<file path="src/rtl/ex_pkg.sv">
// Shared decode constants and enums for the execute stage.
// Latency: n/a (constants and types only).
// Backpressure: n/a.
// Contents: opcode/funct codes, ALU operation enum, mul/div engine state enum.
package ex_pkg;

  // Primary opcodes (instr[31:26])
  localparam logic [5:0] OP_RTYPE = 6'h00;
  localparam logic [5:0] OP_ADDI  = 6'h08;
  localparam logic [5:0] OP_ADDIU = 6'h09;
  localparam logic [5:0] OP_SLTI  = 6'h0A;
  localparam logic [5:0] OP_SLTIU = 6'h0B;
  localparam logic [5:0] OP_ANDI  = 6'h0C;
  localparam logic [5:0] OP_ORI   = 6'h0D;
  localparam logic [5:0] OP_XORI  = 6'h0E;
  localparam logic [5:0] OP_LUI   = 6'h0F;
  localparam logic [5:0] OP_LW    = 6'h23;
  localparam logic [5:0] OP_SW    = 6'h2B;

  // R-type function codes (instr[5:0])
  localparam logic [5:0] F_SLL   = 6'h00;
  localparam logic [5:0] F_SRL   = 6'h02;
  localparam logic [5:0] F_SRA   = 6'h03;
  localparam logic [5:0] F_MFHI  = 6'h10;
  localparam logic [5:0] F_MFLO  = 6'h12;
  localparam logic [5:0] F_MULT  = 6'h18;
  localparam logic [5:0] F_MULTU = 6'h19;
  localparam logic [5:0] F_DIV   = 6'h1A;
  localparam logic [5:0] F_DIVU  = 6'h1B;
  localparam logic [5:0] F_ADD   = 6'h20;
  localparam logic [5:0] F_ADDU  = 6'h21;
  localparam logic [5:0] F_SUB   = 6'h22;
  localparam logic [5:0] F_SUBU  = 6'h23;
  localparam logic [5:0] F_AND   = 6'h24;
  localparam logic [5:0] F_OR    = 6'h25;
  localparam logic [5:0] F_XOR   = 6'h26;
  localparam logic [5:0] F_NOR   = 6'h27;
  localparam logic [5:0] F_SLT   = 6'h2A;
  localparam logic [5:0] F_SLTU  = 6'h2B;

  typedef enum logic [3:0] {
    ALU_ADD, ALU_SUB, ALU_AND, ALU_OR, ALU_XOR, ALU_NOR, ALU_SLT,
    ALU_SLTU, ALU_SLL, ALU_SRL, ALU_SRA, ALU_LUI, ALU_PASS_HI, ALU_PASS_LO
  } alu_op_e;

  typedef enum logic [1:0] {
    MD_IDLE, MD_MUL, MD_DIV, MD_FIX
  } md_state_e;

endpackage

</file>
<file path="src/rtl/ex_stage_if.sv">
// ID/EX input bundle and EX/MEM output bundle of the execute stage.
// Latency: n/a (wires only).
// Backpressure: stallOut tells the ID/EX side to hold its instruction.
// Modports: master = ID/EX driver and EX/MEM consumer, slave = ex_stage.
interface ex_stage_if;
  logic        validIn;
  logic [31:0] readData1In;
  logic [31:0] readData2In;
  logic [31:0] signExtendIn;
  logic [31:0] instrIn;
  logic        regWriteIn;
  logic        memReadIn;
  logic        memWriteIn;

  logic        validOut;
  logic [31:0] aluResultOut;
  logic [31:0] storeDataOut;
  logic [4:0]  destRegOut;
  logic        regWriteOut;
  logic        memReadOut;
  logic        memWriteOut;
  logic        overflowOut;
  logic        stallOut;
  logic        mdBusyOut;

  modport master (
    output validIn, readData1In, readData2In, signExtendIn, instrIn,
           regWriteIn, memReadIn, memWriteIn,
    input  validOut, aluResultOut, storeDataOut, destRegOut, regWriteOut,
           memReadOut, memWriteOut, overflowOut, stallOut, mdBusyOut
  );

  modport slave (
    input  validIn, readData1In, readData2In, signExtendIn, instrIn,
           regWriteIn, memReadIn, memWriteIn,
    output validOut, aluResultOut, storeDataOut, destRegOut, regWriteOut,
           memReadOut, memWriteOut, overflowOut, stallOut, mdBusyOut
  );
endinterface

</file>
<file path="src/rtl/ex_muldiv.sv">
// Iterative shift-add multiplier / restoring divider holding HI and LO.
// Latency: start sampled at edge N, MD_CYCLES iterations, one fix-up cycle; HI/LO valid for readers sampled at N+MD_CYCLES+2.
// Backpressure: none internally; busy/fixing let the caller stall dependent instructions.
// Ports: clk, rst_n (sync), start/is_div/is_signed/op_a/op_b issue, busy/fixing status, hi/lo results.
module ex_muldiv
  import ex_pkg::*;
#(
  parameter int WIDTH     = 32,
  parameter int MD_CYCLES = 32
) (
  input  logic             clk,
  input  logic             rst_n,
  input  logic             start,
  input  logic             is_div,
  input  logic             is_signed,
  input  logic [WIDTH-1:0] op_a,
  input  logic [WIDTH-1:0] op_b,
  output logic             busy,
  output logic             fixing,
  output logic [WIDTH-1:0] hi,
  output logic [WIDTH-1:0] lo
);

  localparam int CW = $clog2(MD_CYCLES);

  md_state_e        state;
  logic [CW-1:0]    cnt;
  logic             op_div;
  logic             neg_res;   // product/quotient must be negated in FIX
  logic             neg_rem;   // remainder follows the dividend sign
  logic             div0;
  // acc: product high half / partial remainder; sh: multiplier / quotient
  logic [WIDTH-1:0] acc;
  logic [WIDTH-1:0] sh;
  logic [WIDTH-1:0] opnd;      // multiplicand / divisor magnitude

  logic             a_neg, b_neg;
  logic [WIDTH-1:0] a_mag, b_mag;
  logic [WIDTH:0]   mul_sum;
  logic [WIDTH:0]   trial;
  logic [WIDTH+1:0] diff;
  logic             ge;
  logic [2*WIDTH-1:0] prod;
  logic             unused_bits;

  // Engine works on magnitudes; signs are reapplied in FIX.
  assign a_neg = is_signed & op_a[WIDTH-1];
  assign b_neg = is_signed & op_b[WIDTH-1];
  assign a_mag = a_neg ? -op_a : op_a;
  assign b_mag = b_neg ? -op_b : op_b;

  assign mul_sum = {1'b0, acc} + (sh[0] ? {1'b0, opnd} : '0);

  // Extra guard bit on diff gives a clean borrow for the restore decision.
  assign trial = {acc, sh[WIDTH-1]};
  assign diff  = {1'b0, trial} - {2'b00, opnd};
  assign ge    = ~diff[WIDTH+1];
  assign prod  = {acc, sh};
  assign unused_bits = diff[WIDTH];

  assign busy   = (state == MD_MUL) || (state == MD_DIV);
  assign fixing = (state == MD_FIX);

  always_ff @(posedge clk) begin
    if (!rst_n) begin
      state   <= MD_IDLE;
      cnt     <= '0;
      op_div  <= 1'b0;
      neg_res <= 1'b0;
      neg_rem <= 1'b0;
      div0    <= 1'b0;
      acc     <= '0;
      sh      <= '0;
      opnd    <= '0;
      hi      <= '0;
      lo      <= '0;
    end else begin
      case (state)
        MD_IDLE: begin
          if (start) begin
            acc     <= '0;
            sh      <= a_mag;
            opnd    <= b_mag;
            op_div  <= is_div;
            neg_res <= a_neg ^ b_neg;
            neg_rem <= a_neg;
            div0    <= (op_b == '0);
            cnt     <= '0;
            state   <= is_div ? MD_DIV : MD_MUL;
          end
        end
        MD_MUL: begin
          acc <= mul_sum[WIDTH:1];
          sh  <= {mul_sum[0], sh[WIDTH-1:1]};
          cnt <= cnt + 1'b1;
          if (cnt == CW'(MD_CYCLES - 1)) state <= MD_FIX;
        end
        MD_DIV: begin
          acc <= ge ? diff[WIDTH-1:0] : trial[WIDTH-1:0];
          sh  <= {sh[WIDTH-2:0], ge};
          cnt <= cnt + 1'b1;
          if (cnt == CW'(MD_CYCLES - 1)) state <= MD_FIX;
        end
        MD_FIX: begin
          if (op_div) begin
            // Divide by zero: all-ones quotient; remainder naturally ends as the dividend.
            lo <= div0 ? '1 : (neg_res ? -sh : sh);
            hi <= neg_rem ? -acc : acc;
          end else begin
            {hi, lo} <= neg_res ? -prod : prod;
          end
          state <= MD_IDLE;
        end
        default: state <= MD_IDLE;
      endcase
    end
  end

endmodule

</file>
<file path="src/rtl/ex_stage.sv">
// Execute stage: decode, single-cycle ALU, EX/MEM register, iterative mul/div with HI/LO.
// Latency: 1 cycle ID/EX -> EX/MEM; mul/div results readable 34 cycles after issue.
// Backpressure: stallOut (combinational) holds ID/EX while a HI/LO-dependent op meets a busy engine; a bubble is inserted.
// Ports: clk, rst_n (sync active-low), bus (ex_stage_if.slave: ID/EX inputs, EX/MEM outputs, stall/busy).
module ex_stage
  import ex_pkg::*;
#(
  parameter int WIDTH     = 32,
  parameter int MD_CYCLES = 32
) (
  input  logic      clk,
  input  logic      rst_n,
  ex_stage_if.slave bus
);

  logic [5:0]       opcode, funct;
  logic [4:0]       shamt, dest;
  logic [15:0]      imm16;
  logic [WIDTH-1:0] rs, rt, b_op;

  alu_op_e          alu_op;
  logic             use_imm, zero_imm, known, ovf_chk;
  logic             md_op, md_div, md_signed, md_dep;

  logic [WIDTH-1:0] sum, dif, alu_res;
  logic             ovf_hit, stall, issue;
  logic             md_busy, md_fix;
  logic [WIDTH-1:0] md_hi, md_lo;
  logic             unused_fields;

  assign opcode = bus.instrIn[31:26];
  assign funct  = bus.instrIn[5:0];
  assign shamt  = bus.instrIn[10:6];
  assign imm16  = bus.instrIn[15:0];
  assign rs     = bus.readData1In;
  assign rt     = bus.readData2In;
  assign dest   = (opcode == OP_RTYPE) ? bus.instrIn[15:11] : bus.instrIn[20:16];
  assign unused_fields = ^bus.instrIn[25:21];

  always_comb begin
    alu_op    = ALU_ADD;
    use_imm   = 1'b0;
    zero_imm  = 1'b0;
    known     = 1'b1;
    ovf_chk   = 1'b0;
    md_op     = 1'b0;
    md_div    = 1'b0;
    md_signed = 1'b0;
    md_dep    = 1'b0;
    case (opcode)
      OP_RTYPE: begin
        case (funct)
          F_ADD:   ovf_chk = 1'b1;
          F_ADDU:  alu_op = ALU_ADD;
          F_SUB:   begin alu_op = ALU_SUB; ovf_chk = 1'b1; end
          F_SUBU:  alu_op = ALU_SUB;
          F_AND:   alu_op = ALU_AND;
          F_OR:    alu_op = ALU_OR;
          F_XOR:   alu_op = ALU_XOR;
          F_NOR:   alu_op = ALU_NOR;
          F_SLT:   alu_op = ALU_SLT;
          F_SLTU:  alu_op = ALU_SLTU;
          F_SLL:   alu_op = ALU_SLL;
          F_SRL:   alu_op = ALU_SRL;
          F_SRA:   alu_op = ALU_SRA;
          F_MFHI:  begin alu_op = ALU_PASS_HI; md_dep = 1'b1; end
          F_MFLO:  begin alu_op = ALU_PASS_LO; md_dep = 1'b1; end
          // Mul/div retire with a zero result; the engine owns the real work.
          F_MULT:  begin known = 1'b0; md_op = 1'b1; md_dep = 1'b1; md_signed = 1'b1; end
          F_MULTU: begin known = 1'b0; md_op = 1'b1; md_dep = 1'b1; end
          F_DIV:   begin known = 1'b0; md_op = 1'b1; md_dep = 1'b1; md_div = 1'b1; md_signed = 1'b1; end
          F_DIVU:  begin known = 1'b0; md_op = 1'b1; md_dep = 1'b1; md_div = 1'b1; end
          default: known = 1'b0;
        endcase
      end
      OP_ADDI:      begin use_imm = 1'b1; ovf_chk = 1'b1; end
      OP_ADDIU:     use_imm = 1'b1;
      OP_SLTI:      begin use_imm = 1'b1; alu_op = ALU_SLT; end
      OP_SLTIU:     begin use_imm = 1'b1; alu_op = ALU_SLTU; end
      OP_ANDI:      begin use_imm = 1'b1; zero_imm = 1'b1; alu_op = ALU_AND; end
      OP_ORI:       begin use_imm = 1'b1; zero_imm = 1'b1; alu_op = ALU_OR; end
      OP_XORI:      begin use_imm = 1'b1; zero_imm = 1'b1; alu_op = ALU_XOR; end
      OP_LUI:       alu_op = ALU_LUI;
      OP_LW, OP_SW: use_imm = 1'b1;
      default:      known = 1'b0;
    endcase
  end

  assign b_op = !use_imm ? rt :
                zero_imm ? {{(WIDTH-16){1'b0}}, imm16} : bus.signExtendIn;
  assign sum  = rs + b_op;
  assign dif  = rs - b_op;

  always_comb begin
    alu_res = '0;
    case (alu_op)
      ALU_ADD:     alu_res = sum;
      ALU_SUB:     alu_res = dif;
      ALU_AND:     alu_res = rs & b_op;
      ALU_OR:      alu_res = rs | b_op;
      ALU_XOR:     alu_res = rs ^ b_op;
      ALU_NOR:     alu_res = ~(rs | b_op);
      ALU_SLT:     alu_res = {{(WIDTH-1){1'b0}}, ($signed(rs) < $signed(b_op))};
      ALU_SLTU:    alu_res = {{(WIDTH-1){1'b0}}, (rs < b_op)};
      ALU_SLL:     alu_res = rt << shamt;
      ALU_SRL:     alu_res = rt >> shamt;
      ALU_SRA:     alu_res = $signed(rt) >>> shamt;
      ALU_LUI:     alu_res = {imm16, {(WIDTH-16){1'b0}}};
      ALU_PASS_HI: alu_res = md_hi;
      ALU_PASS_LO: alu_res = md_lo;
      default:     alu_res = '0;
    endcase
  end

  // Signed overflow: operands agree in sign (add) or differ (sub) and the result sign flips.
  always_comb begin
    ovf_hit = 1'b0;
    if (ovf_chk) begin
      if (alu_op == ALU_SUB)
        ovf_hit = (rs[WIDTH-1] != b_op[WIDTH-1]) && (dif[WIDTH-1] != rs[WIDTH-1]);
      else
        ovf_hit = (rs[WIDTH-1] == b_op[WIDTH-1]) && (sum[WIDTH-1] != rs[WIDTH-1]);
    end
  end

  // FIX counts as busy so a reader never samples HI/LO in the write cycle.
  assign stall = bus.validIn & (md_busy | md_fix) & md_dep;
  assign issue = bus.validIn & ~stall;

  assign bus.stallOut  = stall;
  assign bus.mdBusyOut = md_busy;

  ex_muldiv #(
    .WIDTH     (WIDTH),
    .MD_CYCLES (MD_CYCLES)
  ) u_md (
    .clk       (clk),
    .rst_n     (rst_n),
    .start     (issue & md_op),
    .is_div    (md_div),
    .is_signed (md_signed),
    .op_a      (rs),
    .op_b      (rt),
    .busy      (md_busy),
    .fixing    (md_fix),
    .hi        (md_hi),
    .lo        (md_lo)
  );

  always_ff @(posedge clk) begin
    if (!rst_n || !issue) begin
      bus.validOut     <= 1'b0;
      bus.aluResultOut <= '0;
      bus.storeDataOut <= '0;
      bus.destRegOut   <= '0;
      bus.regWriteOut  <= 1'b0;
      bus.memReadOut   <= 1'b0;
      bus.memWriteOut  <= 1'b0;
      bus.overflowOut  <= 1'b0;
    end else begin
      bus.validOut     <= 1'b1;
      bus.aluResultOut <= known ? alu_res : '0;
      bus.storeDataOut <= rt;
      bus.destRegOut   <= dest;
      bus.regWriteOut  <= bus.regWriteIn & ~ovf_hit & ~md_op;
      bus.memReadOut   <= bus.memReadIn;
      bus.memWriteOut  <= bus.memWriteIn;
      bus.overflowOut  <= ovf_hit;
    end
  end

endmodule

</file>
<file path="src/flat_wrapper.sv">
// flat-port wrapper written by rule: the top's interface ports become plain ports
module ex_stage_flat import ex_pkg::*;
#(
  parameter int WIDTH     = 32,
  parameter int MD_CYCLES = 32
)
  (clk, rst_n, bus_validIn, bus_readData1In, bus_readData2In, bus_signExtendIn, bus_instrIn, bus_regWriteIn, bus_memReadIn, bus_memWriteIn, bus_validOut, bus_aluResultOut, bus_storeDataOut, bus_destRegOut, bus_regWriteOut, bus_memReadOut, bus_memWriteOut, bus_overflowOut, bus_stallOut, bus_mdBusyOut);
  ex_stage_if bus_i ();
  input  logic clk;
  input  logic rst_n;
  input wire logic [$bits(bus_i.validIn)-1:0] bus_validIn;
  input wire logic [$bits(bus_i.readData1In)-1:0] bus_readData1In;
  input wire logic [$bits(bus_i.readData2In)-1:0] bus_readData2In;
  input wire logic [$bits(bus_i.signExtendIn)-1:0] bus_signExtendIn;
  input wire logic [$bits(bus_i.instrIn)-1:0] bus_instrIn;
  input wire logic [$bits(bus_i.regWriteIn)-1:0] bus_regWriteIn;
  input wire logic [$bits(bus_i.memReadIn)-1:0] bus_memReadIn;
  input wire logic [$bits(bus_i.memWriteIn)-1:0] bus_memWriteIn;
  output wire logic [$bits(bus_i.validOut)-1:0] bus_validOut;
  output wire logic [$bits(bus_i.aluResultOut)-1:0] bus_aluResultOut;
  output wire logic [$bits(bus_i.storeDataOut)-1:0] bus_storeDataOut;
  output wire logic [$bits(bus_i.destRegOut)-1:0] bus_destRegOut;
  output wire logic [$bits(bus_i.regWriteOut)-1:0] bus_regWriteOut;
  output wire logic [$bits(bus_i.memReadOut)-1:0] bus_memReadOut;
  output wire logic [$bits(bus_i.memWriteOut)-1:0] bus_memWriteOut;
  output wire logic [$bits(bus_i.overflowOut)-1:0] bus_overflowOut;
  output wire logic [$bits(bus_i.stallOut)-1:0] bus_stallOut;
  output wire logic [$bits(bus_i.mdBusyOut)-1:0] bus_mdBusyOut;
  assign bus_i.validIn = bus_validIn;
  assign bus_i.readData1In = bus_readData1In;
  assign bus_i.readData2In = bus_readData2In;
  assign bus_i.signExtendIn = bus_signExtendIn;
  assign bus_i.instrIn = bus_instrIn;
  assign bus_i.regWriteIn = bus_regWriteIn;
  assign bus_i.memReadIn = bus_memReadIn;
  assign bus_i.memWriteIn = bus_memWriteIn;
  assign bus_validOut = bus_i.validOut;
  assign bus_aluResultOut = bus_i.aluResultOut;
  assign bus_storeDataOut = bus_i.storeDataOut;
  assign bus_destRegOut = bus_i.destRegOut;
  assign bus_regWriteOut = bus_i.regWriteOut;
  assign bus_memReadOut = bus_i.memReadOut;
  assign bus_memWriteOut = bus_i.memWriteOut;
  assign bus_overflowOut = bus_i.overflowOut;
  assign bus_stallOut = bus_i.stallOut;
  assign bus_mdBusyOut = bus_i.mdBusyOut;
  ex_stage #(.WIDTH(WIDTH), .MD_CYCLES(MD_CYCLES)) u_core (.clk(clk), .rst_n(rst_n), .bus(bus_i));
endmodule
</file>
<file path="config.mk">
export PLATFORM = sky130hd
export DESIGN_NAME = ex_stage_flat
export DESIGN_NICKNAME = d
export VERILOG_FILES = /design/src/rtl/ex_pkg.sv /design/src/rtl/ex_stage_if.sv /design/src/rtl/ex_muldiv.sv /design/src/rtl/ex_stage.sv /design/src/flat_wrapper.sv
export SDC_FILE = /design/constraint.sdc
export NUM_CORES = 1
export LEC_CHECK = 0
export CORE_MARGIN = 5
export CORE_UTILIZATION = 40
export DETAILED_ROUTE_END_ITERATION = 10
export MAX_ROUTING_LAYER = met4
export PLACE_DENSITY = 0.64
export SLEW_MARGIN = 40
export SYNTH_ARGS = -nofsm -noshare
export SYNTH_HDL_FRONTEND = slang
export SYNTH_HIERARCHICAL = 1
export SYNTH_SLANG_ARGS = --single-unit
</file>
<file path="constraint.sdc">
create_clock -name clk -period 11.6 [get_ports clk]
set_clock_uncertainty 0.1 [all_clocks]
set_input_delay 1.74 -clock clk [delete_from_list [all_inputs] [get_ports clk]]
set_output_delay 1.74 -clock clk [all_outputs]
set_load 0.01 [all_outputs]
</file>
After elaboration in Yosys (flattened, before gate mapping). Index checks and enable logic that the tools add are counted.

Register bits after elaboration: 245. Bits of input ports: 134. Output and inout port bits: 76. Logic and storage cells: 176.

Add/sub/neg operators: 10. Order comparisons: 2. Equal/unequal tests: 51. Shift-type cells: 3. Muxes and demuxes: 43. Bitwise gates (word level): 19. Reduce and logical (&&, ||, !) cells: 29.

Operator list (count): $pmux W32 S14 (1); $mux W32 (13); $pmux W32 S3 (2); $neg A32 Y32 (4); $eq A6 B6 Y1 const B (12); $lt A32 B32 Y1 (2); $mux W64 (1); $neg A64 Y64 (1); $eq A6 B4 Y1 const B (8); $pmux W4 S12 (1); $eq A6 B5 Y1 const B (6); $sub A33 B32 Y34 (1); $add A32 B32 Y33 (1); $add A32 B32 Y32 (1); $and A32 B32 Y32 (1); $logic_not A32 Y1 (1); $not A32 Y32 (1); $or A32 B32 Y32 (1); $shl A32 B5 Y32 (1); $shr A32 B5 Y32 (1); $sshr A32 B5 Y32 (1); $sub A32 B32 Y32 (1); $xor A32 B32 Y32 (1); $pmux W4 S7 (1); 39 further kinds (93).

Longest topological paths before layout.
Depth in word-level cells: 13. Gate-level depth with buffers: 20. Mapped depth without buffers: 18.

Hierarchy. Netlist, hierarchy kept.

Modules (own cells, without submodules): ex_muldiv (times used 1, cells an instance 1773, area each 13271.5 µm²); ex_stage (times used 1, cells an instance 1817, area each 12456.9 µm²).

Least setup slack after synthesis. No wires, ideal clock.

Kind: input to register. From: input bus_instrIn[26]. To: register u_core.bus.aluResultOut[22]. Arrival: 5.651 ns. Data required time: 11.372 ns. Slack: 5.721 ns. Stages: 18. Cell sequence: and3_1 -> a2111oi_0 -> clkbuf_1 -> clkbuf_1 -> nor2_1 -> a21oi_1 -> inv_1 -> ha_1 -> clkbuf_1 -> nor4_1 -> nand2_1 -> o21ai_1 -> o211ai_1 -> a21oi_1 -> o41ai_2 -> a221o_1 -> a2111oi_0 -> nor2_1.

Longest elaborated chain between the ends: 8. Elaborated cells between the ends (all ways): 49. Classes of those cells: 2 x add/sub; 23 x eq/ne; 8 x mux; 8 x bitwise; 8 x reduce/logical.

RTL lines: start: declaration (RTL line flat_wrapper.sv:15) `input wire logic [$bits(bus_i.instrIn)-1:0] bus_instrIn;`; branches (longest 8 deep; another with $sub A32 B32 Y32); end signal: assignment (RTL line ex_stage.sv:162) `bus.aluResultOut <= known ? alu_res : '0;`; end: declaration (RTL line ex_stage_if.sv:36) `output validOut, aluResultOut, storeDataOut, destRegOut, regWriteOut,`.

Several ways; the timed one is not identified. A chain may end at the register's enable or synchronous reset.

Worst setup path in the final report.
From: input bus_instrIn[29]. To: register u_core.bus.regWriteOut.

Longest elaborated chain between the ends: 13. Elaborated cells between the ends (all ways): 41. Classes of those cells: 2 x add/sub; 15 x eq/ne; 10 x mux; 7 x bitwise; 7 x reduce/logical.

RTL lines: $eq A6 B4 Y1 (RTL line ex_stage.sv:50) `case (opcode)`; $reduce_or A3 Y1 (no source line); $mux W1 (RTL line ex_stage.sv:50); $mux W32 (RTL line ex_stage.sv:90) `zero_imm ? {{(WIDTH-16){1'b0}}, imm16} : bus.signExtendIn;`; $mux W32 (RTL line ex_stage.sv:89) `assign b_op = !use_imm ? rt :`; $add A32 B32 Y32 / $sub A32 B32 Y32 (equally long branches) (RTL line ex_stage.sv:91, ex_stage.sv:92); $ne A1 B1 Y1 (on tied branches) (RTL line ex_stage.sv:122, ex_stage.sv:120); $logic_and A1 B1 Y1 (on tied branches) (RTL line ex_stage.sv:122, ex_stage.sv:120); $mux W1 (RTL line ex_stage.sv:119) `if (alu_op == ALU_SUB)`; $mux W1 (RTL line ex_stage.sv:118) `if (ovf_chk) begin`; $not A1 Y1 (RTL line ex_stage.sv:165) `bus.regWriteOut <= bus.regWriteIn & ~ovf_hit & ~md_op;`; $and A1 B1 Y1 (2 in a row) (RTL line ex_stage.sv:165); end signal: assignment (RTL line ex_stage.sv:165); end: declaration (RTL line ex_stage_if.sv:36).

Parallel ways exist; a longest one is shown, timed or not.

==> impl_metrics.ini <==
[outcome]
outcome = complete, no violations

[timing]
min_period_ns = 7.98
tightest_slew_ns = 0.969
hold_violations = 0
clock.fmax_mhz = 125
finalSetupTns_ns = 0
setup_viol = 0
fin_crit_sh_pct = 68.8
max-slew-margin-rel_pct = 35.4
whs_ns = 0.355
finalWorstSetupSlack_ns = 3.62
rsz0062_at_grt = false
slew_violations = 0

[placement]
dpl_worst_slack_ns = 3.45
post-dp-hpwl_um = 92900
port_buffers = 204
gp_congestion = 1.10

[pwr]
power_density_nw_per_um2 = 111
static-leakage-power_nw = 11.7
finalPower_mw = 3.24
peakVddDrop_v = 0.000125

[clock_network]
cts.htree.levels = 1
cts_tree = yes
cts_inserted_buffers = 30
clock_latency_ns = 0.60
cts-root-buf = clkbuf_16
max-clock-path-buffers = 3
hold_buffers = 0
clkSinkCount = 245
post_cts_resized = 0
post-cts-setup-buffer-count = 0
clk_pin_slew_ns = 0.06

[drt]
drc = 0
viasPerCell = 6.40
wl_per_cell_um = 27.0
drt_iter0_markers = 3851
routed_wl_um = 122000
vias = 28900
ant_nets = 0
drt_pass1_iterations = 10

[setup_path]
cp-start-kind = input pin
crit_required_ns = 12.05
endpoint_kind = register
worstSetupPathType = in2reg
crit_family = compound AO/OA/AOI/OAI gates
crit_slowest_cell = nand2b_2
critPathMostFrequentCell = a21oi_1
reg2reg_slack_ns = 6.67
worstPathCellList = clkdlybuf4s50_1, nand4bb_1, nand2b_2, nor2_1, a21oi_1, a21oi_1, inv_1, ha_1, inv_1, a21oi_1, a31oi_1, o31ai_1, nor3_2, a41oi_1, o31ai_2, a311oi_1, o31a_1
critPathMaxStageDelay_ns = 0.74
crit_fanout = 21
arrival_ns = 8.42
cp.buffers_inverters = 3

[grt]
grt_max_degree = 93
grt_pass1_vias = 25900
gr-total-overflow = 0
antenna_found_initial = 5
grt_pass1_wl_um = 175000
gr-usage-all-layers_pct = 33.6

[logic_synthesis]
synth_area_um2 = 25700
synth_edf_count = 0
ys_ff_latch = 245
synthCells = 3590
ys_seq_area_share_pct = 19.1
synth.distinct_cells = 105
syn_avg_cell_area_um2 = 7.17
post-synth-top-area-fraction_pct = 19.1
yosysWarningCount = 6
ys_top_cells_by_area = dfxtp_1, ha_1, a21oi_1, nor2_1, nand2_1
yosysMostFrequentCell = nor2_1
async_reset_ff_share_pct = 0
ys.flop_type = dfxtp_1
syn-num-nets = 3903
synth_top_area_cell = dfxtp_1
synth_common_cells = nor2_1, nand2_1, a21oi_1

[floorplanning]
fp.dieArea_um2 = 69500
boundaryPins = 210
rows = 93
die_height_um = 264
die_w_um = 264
core_um2 = 64100
start_util_pct = 40.1

[cells_and_area]
multi_input_area_um2 = 19200
nets = 3936
fin_util_pct = 45.7
fillers = 6606
area_growth_pct = 13.9
seq_area_um2 = 4900
drive_above_1_share_pct = 6.11

[min_path]
hold_class = reg2reg

[run]
maxCapViolations = 0
-- registers in the layout (all words and copies together), names as in the netlist, 2 cells and up --
| name | flops |
|---|---|
| u_core/u_md/lo | 32 |
| u_core/u_md/sh | 32 |
| u_core/bus.destRegOut | 5 |
| u_core/u_md/acc | 32 |
| u_core/u_md/hi | 32 |
| u_core/bus.storeDataOut | 32 |
| u_core/u_md/state | 2 |
| u_core/u_md/opnd | 32 |
| u_core/bus.aluResultOut | 32 |
| u_core/u_md/cnt | 5 |
-- layer usage --
| metal | part of all wire [%] | GRT usage, % |
|---|---|---|
| met1 | 43 | 47.2 |
| met2 | 41 | 47.7 |
| met3 | 12 | 7.83 |
| met4 | 4.2 | 11.0 |
| met5 | 0 | - |
-- logic make-up (layout without fill, tap and decap cells) --
| kind of cell | count (synthesis) | in the layout | synth area share, % |
|---|---|---|---|
| AOI/OAI and AO/OA | 1198 | 1198 | 30.3 |
| and+or+nand+nor | 1191 | 1191 | 21.7 |
| buffers and inverters | 430 | 487 | 6.83 |
| DFF | 245 | 245 | 19.1 |
| xor gates and xnor gates | 191 | 191 | 6.50 |
| adders and majority gates | 179 | 179 | 8.82 |
| muxes | 156 | 156 | 6.74 |
| other | 0 | 5 | 0 |
-- path summary, 6_finish.rpt --
kind         cells past startpoint                 start                endpoint
max                             17       bus_instrIn[29]  u_core/bus.regWriteOut
min reg2reg                      2  u_core/u_md/opnd[17]    u_core/u_md/opnd[17]
max reg2reg                     15  u_core/u_md/state[0]     u_core/u_md/acc[30]
min                              2  u_core/u_md/opnd[17]    u_core/u_md/opnd[17]
-- stage by stage --
| stage | instance area, um2 | instances |
|---|---|---|
| after floorplan | 25700 | 3590 |
| after global placement | 28200 | 4446 |
| after detailed placement | 28200 | 4446 |
| after CTS | 29300 | 4502 |
| after global routing | 29300 | 4506 |
| final | 29300 | 4507 |
-- power by group --
group | internal (mW) | total (mW) | switching [mW]
Sequential | 0.882 | 0.933 | 0.0508
Clock | 0.630 | 1.04 | 0.407
Combinational | 0.429 | 1.27 | 0.841
-- placed cells by master, fill, tap and decap left out, types with 59 or more instances in the layout --
cell / n
a211oi_1: 70
a21o_1: 60
a21oi_1: 346
a22oi_1: 69
and3_1: 68
clkdlybuf4s50_1: 197
dfxtp_1: 245
ha_1: 173
inv_1: 172
mux2i_1: 118
nand2_1: 370
nor2_1: 381
nor3_1: 80
o211ai_1: 59
o21ai_0: 241
xnor2_1: 93
xor2_1: 98
-- cell type report --
cell class / count / share of cell area (%)
diodes: 5 / 0.0427
clock buffers: 41 / 2.95
clock inverters: 15 / 0.739
inverters: 177 / 2.27
multi-input cells: 2915 / 65.5
flip-flops and latches: 245 / 16.7
well taps: 855 / 3.65
repair buffers: 254 / 8.15
-- worst reg2reg max path: cells and delay by family (launching register included) --
kind	cells	cell delay [ns]
flip-flops	1	0.39
AO/OA/AOI/OAI	3	0.31
adder cells (fa/ha/maj)	1	0.31
buffers and inverters	3	1.06
AND/OR/NAND/NOR	8	2.68
Power figures use the tool's default switching activity.
